## src/rtl/ac97_crac_pkg.sv

```systemverilog
// Shared types and command-field constants for the AC97 CRA arbiter.
// AC97_CRAC_TMO_EN adds the HALT state used after a CRA completion timeout.
package ac97_crac_pkg;

  localparam int unsigned CMD_RD_BIT = 31;
  localparam int unsigned CMD_IDX_HI = 22;
  localparam int unsigned CMD_IDX_LO = 16;
  localparam int unsigned CMD_DATA_W = 16;

  // Keeps the read flag, register index and data; bits 30:23 are forced to 0.
  localparam logic [31:0] CMD_KEEP_MASK = 32'h807F_FFFF;

  localparam logic [15:0] TMO_RD_VAL = 16'hFFFF;

`ifdef AC97_CRAC_TMO_EN
  typedef enum logic [2:0] {StIdle, StIssue, StWait, StDone, StHalt} crac_state_e;
`else
  typedef enum logic [2:0] {StIdle, StIssue, StWait, StDone} crac_state_e;
`endif

endpackage

```

## src/rtl/ac97_rr_arb.sv

```systemverilog
// Combinational round-robin picker: first requester at or after ptr_i, cyclic.
module ac97_rr_arb #(
  parameter int unsigned NREQ = 2,
  parameter int unsigned IW   = 1
) (
  input  logic [NREQ-1:0] req_i,
  input  logic [IW-1:0]   ptr_i,
  output logic [NREQ-1:0] gnt_o,
  output logic [IW-1:0]   idx_o,
  output logic            vld_o
);

  always_comb begin
    int unsigned j;
    logic [IW-1:0] jj;
    logic found;
    gnt_o = '0;
    idx_o = '0;
    found = 1'b0;
    j     = 0;
    jj    = '0;
    for (int unsigned k = 0; k < NREQ; k++) begin
      j  = (32'(ptr_i) + k) % NREQ;
      jj = j[IW-1:0];
      if (!found && req_i[jj]) begin
        found     = 1'b1;
        gnt_o[jj] = 1'b1;
        idx_o     = jj;
      end
    end
    vld_o = found;
  end

endmodule

```

## src/rtl/ac97_crac_arb.sv

```systemverilog
// Round-robin arbiter/sequencer sharing the AC97 codec register access channel.
// Define AC97_CRAC_TMO_EN to abort a stalled CRA access after TMO_CYC cycles.
module ac97_crac_arb
  import ac97_crac_pkg::*;
#(
  parameter int unsigned NREQ    = 2,
  parameter int unsigned TMO_CYC = 4096
) (
  input  logic               clk,
  input  logic               rst,
  input  logic [NREQ-1:0]    req,
  input  logic [NREQ*32-1:0] req_cmd,
  output logic [NREQ-1:0]    done,
  output logic [NREQ-1:0]    gnt,
  output logic [15:0]        rd_data,
  output logic               busy,
  output logic               err,
  output logic               crac_we,
  output logic [31:0]        crac_out,
  input  logic [15:0]        crac_din,
  input  logic               crac_wr_done,
  input  logic               crac_rd_done
);

  localparam int unsigned IW = (NREQ > 1) ? $clog2(NREQ) : 1;

  if (NREQ < 2 || NREQ > 8 || TMO_CYC < 2) begin : g_bad_cfg
    $error("ac97_crac_arb: NREQ must be 2..8 and TMO_CYC at least 2");
  end

  crac_state_e     state_q, state_d;
  logic [NREQ-1:0] gnt_q, gnt_d, done_q, done_d;
  logic [15:0]     rd_data_q, rd_data_d;
  logic            busy_q, busy_d, crac_we_q, crac_we_d;
  logic [31:0]     crac_out_q, crac_out_d, sel_cmd;
  logic [IW-1:0]   ptr_q, ptr_d, idx_q, idx_d, arb_idx;
  logic [NREQ-1:0] arb_gnt;
  logic            arb_vld, is_rd, cra_cmpl;

  ac97_rr_arb #(
    .NREQ (NREQ),
    .IW   (IW)
  ) u_rr_arb (
    .req_i (req),
    .ptr_i (ptr_q),
    .gnt_o (arb_gnt),
    .idx_o (arb_idx),
    .vld_o (arb_vld)
  );

  assign sel_cmd  = req_cmd[{arb_idx, 5'b0} +: 32];
  assign is_rd    = crac_out_q[CMD_RD_BIT];
  // Only the completion matching the command type in flight counts.
  assign cra_cmpl = is_rd ? crac_rd_done : crac_wr_done;

`ifdef AC97_CRAC_TMO_EN
  localparam int unsigned CW = $clog2(TMO_CYC);
  logic [CW-1:0] cnt_q, cnt_d;
  logic          err_q, err_d;
  assign err = err_q;
`else
  assign err = 1'b0;
`endif

  always_comb begin
    state_d    = state_q;
    gnt_d      = gnt_q;
    done_d     = '0;
    rd_data_d  = rd_data_q;
    busy_d     = busy_q;
    crac_we_d  = 1'b0;
    crac_out_d = crac_out_q;
    ptr_d      = ptr_q;
    idx_d      = idx_q;
`ifdef AC97_CRAC_TMO_EN
    cnt_d      = cnt_q;
    err_d      = err_q;
`endif
    case (state_q)
      StIdle: begin
        if (arb_vld) begin
          gnt_d      = arb_gnt;
          idx_d      = arb_idx;
          crac_out_d = sel_cmd & CMD_KEEP_MASK;
          crac_we_d  = 1'b1;
          busy_d     = 1'b1;
          state_d    = StIssue;
        end
      end
      StIssue: begin
`ifdef AC97_CRAC_TMO_EN
        cnt_d   = '0;
`endif
        state_d = StWait;
      end
      StWait: begin
        if (cra_cmpl) begin
          if (is_rd) rd_data_d = crac_din;
          done_d  = gnt_q;
          state_d = StDone;
        end
`ifdef AC97_CRAC_TMO_EN
        else if (cnt_q == CW'(TMO_CYC - 1)) begin
          // The CRA cannot be cancelled, so the channel is parked until reset.
          done_d    = gnt_q;
          rd_data_d = TMO_RD_VAL;
          err_d     = 1'b1;
          gnt_d     = '0;
          state_d   = StHalt;
        end else begin
          cnt_d = cnt_q + 1'b1;
        end
`endif
      end
      StDone: begin
        gnt_d      = '0;
        busy_d     = 1'b0;
        crac_out_d = '0;
        ptr_d      = (idx_q == IW'(NREQ - 1)) ? '0 : idx_q + 1'b1;
        state_d    = StIdle;
      end
`ifdef AC97_CRAC_TMO_EN
      StHalt: state_d = StHalt;
`endif
      default: state_d = StIdle;
    endcase
  end

  always_ff @(posedge clk or negedge rst) begin
    if (!rst) begin
      state_q    <= StIdle;
      gnt_q      <= '0;
      done_q     <= '0;
      rd_data_q  <= '0;
      busy_q     <= 1'b0;
      crac_we_q  <= 1'b0;
      crac_out_q <= '0;
      ptr_q      <= '0;
      idx_q      <= '0;
`ifdef AC97_CRAC_TMO_EN
      cnt_q      <= '0;
      err_q      <= 1'b0;
`endif
    end else begin
      state_q    <= state_d;
      gnt_q      <= gnt_d;
      done_q     <= done_d;
      rd_data_q  <= rd_data_d;
      busy_q     <= busy_d;
      crac_we_q  <= crac_we_d;
      crac_out_q <= crac_out_d;
      ptr_q      <= ptr_d;
      idx_q      <= idx_d;
`ifdef AC97_CRAC_TMO_EN
      cnt_q      <= cnt_d;
      err_q      <= err_d;
`endif
    end
  end

  assign done     = done_q;
  assign gnt      = gnt_q;
  assign rd_data  = rd_data_q;
  assign busy     = busy_q;
  assign crac_we  = crac_we_q;
  assign crac_out = crac_out_q;

endmodule

```

## config.mk

```make
export PLATFORM = sky130hd
export DESIGN_NAME = ac97_crac_arb
export DESIGN_NICKNAME = d
export VERILOG_FILES = /design/src/rtl/ac97_crac_pkg.sv /design/src/rtl/ac97_rr_arb.sv /design/src/rtl/ac97_crac_arb.sv
export SDC_FILE = /design/constraint.sdc
export NUM_CORES = 1
export LEC_CHECK = 0
export CORE_MARGIN = 2
export CORE_UTILIZATION = 37
export DETAILED_ROUTE_END_ITERATION = 10
export PLACE_DENSITY = 0.84
export REMOVE_ABC_BUFFERS = 1
export SYNTH_ARGS = -nofsm -noshare
export SYNTH_HDL_FRONTEND = slang
export SYNTH_SLANG_ARGS = --single-unit
export TNS_END_PERCENT = 30
```

## constraint.sdc

```tcl
create_clock -name clk -period 2.4 [get_ports clk]
set_clock_uncertainty 0.05 [all_clocks]
set_input_delay 0.36 -clock clk [delete_from_list [all_inputs] [get_ports clk]]
set_output_delay 0.36 -clock clk [all_outputs]
set_load 0.02 [all_outputs]
```

==> results.json <==
{
  "rows": 28,
  "synth_area_um2": 2310,
  "status": "finished clean",
  "internal-power_w": 0.00254,
  "critPathKind": "register to register",
  "end_kind": "register",
  "first_iter_violations": 73,
  "cts_hold_buffers": 1,
  "cts_inserted_buffers": 5,
  "synth-seq-cells": 50,
  "fin_setup_tns_ns": 0,
  "tightest_slew_ns": 0.502,
  "yosysMostFrequentCell": "dfrtp_1",
  "whs_ns": 0.341,
  "cellPowerDensity_nw_per_um2": 1120,
  "yosys_most_used_dff": "dfrtp_1",
  "period_needed_ns": 1.99,
  "ys_seq_area_share_pct": 54.1,
  "diodes": 0,
  "synth_top_area_share_pct": 54.1,
  "power.total_w": 0.00401,
  "p_leak_nw": 1.52,
  "hold_viol": 0,
  "cts-root-buf": "clkbuf_8",
  "crit_path_top_delay_cell": "or2_2",
  "synth.avg_cell_area_um2": 13.0,
  "dp_slack_ns": 0.334,
  "setup_viol": 0,
  "clock-sinks": 50,
  "numPortBuffers": 115,
  "critPathArrivalTime_ns": 2.12,
  "synth_commonest_cells": "dfrtp_1 (50), a21boi_0 (24), a221o_1 (24), mux2_2 (18), buf_4 (9)",
  "fmax_mhz": 503,
  "maxSlewHeadroom_pct": 66.5,
  "post_cts_resized": 0,
  "drc": 0,
  "dpl.hpwl_mm": 4.35,
  "combPwrFrac_pct": 51.3,
  "ys_top_cells_by_area": "dfrtp_1 (54%), a221o_1 (10%), mux2_2 (8.8%)",
  "p_switching_w": 0.00147,
  "yosys_warnings": 0,
  "clkPwrFrac_pct": 14.6,
  "viasPerCell": 5.16,
  "grt_max_degree": 27,
  "grt_pass1_vias": 1962,
  "drive_gt1_share_pct": 12.2,
  "worstPathRequired_ns": 2.53,
  "grt_antenna_before_repair": 0,
  "die_area_um2": 6890,
  "timing.final.crit_share_pct": 82.9,
  "ios": 141,
  "vdd_drop_max_mv": 0.639,
  "crit_buf_inv": 1,
  "slew_violations": 0,
  "clkTransAtPathRegs_ns": 0.09,
  "cp-start-kind": "register",
  "drt-total-wl_mm": 5.96,
  "clkLatencyLatePin_ns": 0.30,
  "track_usage_pct": 17.1,
  "die_w_um": 83.0,
  "place.gp.congestion": 0.791,
  "post_cts_buffers": 0,
  "ant_nets": 0,
  "h-tree-depth": 2,
  "syn_inst": 178,
  "synth.largest_area_cell": "dfrtp_1",
  "tritoncts": "done",
  "synth.distinct_cells": 33,
  "routedWlPerCell_um": 16.2,
  "vias": 1903,
  "fin_ws_ns": 0.411,
  "maxCapViolCount": 0,
  "die_y_um": 83.0,
  "grt_pass1_wl_mm": 9.68,
  "nets": 383,
  "synth_edf_count": 0,
  "crit_family": "compound AO/OA/AOI/OAI gates",
  "seqPwrFrac_pct": 34.1,
  "hold_class": "primary input to async pin",
  "drt-pass1-iter-count": 4,
  "p_sw_share_pct": 36.7,
  "rsz0062_at_grt": "false",
  "overflow": 0,
  "core_um2": 5990,
  "slowest_delay_ns": 0.44,
  "cp_max_fo": 24,
  "crit_path_cell_trace": "inv_1, ha_1, or2_2, a21boi_0, a221o_1",
  "synthToLayoutAreaGrowth_pct": 55.3,
  "clockBufferDepth": 2,
  "synthArstFlopShare_pct": 100,
  "start_util_pct": 38.6
}
==> metal layers <==
layer / wire length, um / global-route usage [%]
met5: 0 / 0
met4: 104 / 4.62
met3: 290 / 4.47
met2: 3070 / 29.7
met1: 2490 / 21.2
==> final timing paths <==
path | end | cells past startpoint | slack [ns] | start
worst max-delay path | crac_out[7] | 5 | 0.41 | state_q[0]
worst min-delay path | crac_out[4] | 2 | 0.34 | rst
worst max register to register | crac_out[7] | 5 | 0.41 | state_q[0]
worst min register to register | ptr_q | 1 | 0.39 | idx_q
max in group asynchronous | rd_data[0] | 3 | 1.44 | rst
min in group clk | ptr_q | 1 | 0.39 | idx_q
==> cells by family after synthesis <==
family                     Yosys count  synth area share (%)
muxes                               19                  9.20
other                                1                 0.162
adders and majority gates            4                  2.17
buffers and inverters               26                  7.20
DFF                                 50                  54.1
and+or+nand+nor                     18                  4.39
AOI/OAI and AO/OA                   60                  22.7
==> cell usage in the layout, fill, tap and decap left out, drive strengths merged, types with 2 or more instances in the layout <==
cell type	count
a21oi	3
clkinv	2
a221o	24
and3	2
ha	4
nor2	5
buf	6
conb	9
inv	5
mux2	18
nor2b	2
dfrtp	50
a2111oi	2
a21boi	24
clkbuf	5
nand2	3
clkdlybuf4s50	114
==> layout make-up <==
cell class	count	area, um^2
flip-flops and latches	50	1250
inverters	5	18.8
repair buffers	121	1190
well taps	75	93.8
multi-input cells	110	923
clock buffers	5	68.8
clock inverters	3	40.0
fillers	521	2400
==> through the flow <==
stage	std cells	cell area [um^2]	util, %
5_1_grt	369	3590	59.9
6_report	369	3590	59.9
4_1_cts	369	3590	59.9
3_3_place_gp	360	3470	57.9
2_1_floorplan	165	2190	-
3_5_place_dp	360	3470	57.9
==> registers in the layout, indices dropped and copies added, names as in the netlist <==
| name | cells |
|---|---|
| rd_data | 16 |
| gnt | 2 |
| busy | 1 |
| idx_q | 1 |
| crac_out | 24 |
| ptr_q | 1 |
| crac_we | 1 |
| state_q | 2 |
| done | 2 |
==> power groups by stage <==
stage          logic (W)  clock network, W  registers, W
5_1_grt          0.00220          0.000643       0.00141
2_1_floorplan   0.000762                 0       0.00172
3_5_place_dp     0.00207                 0       0.00138
3_3_place_gp     0.00202                 0       0.00136
4_1_cts          0.00208          0.000610       0.00137
6_report         0.00206          0.000584       0.00137
No activity file was read; power rests on OpenSTA's default activity.
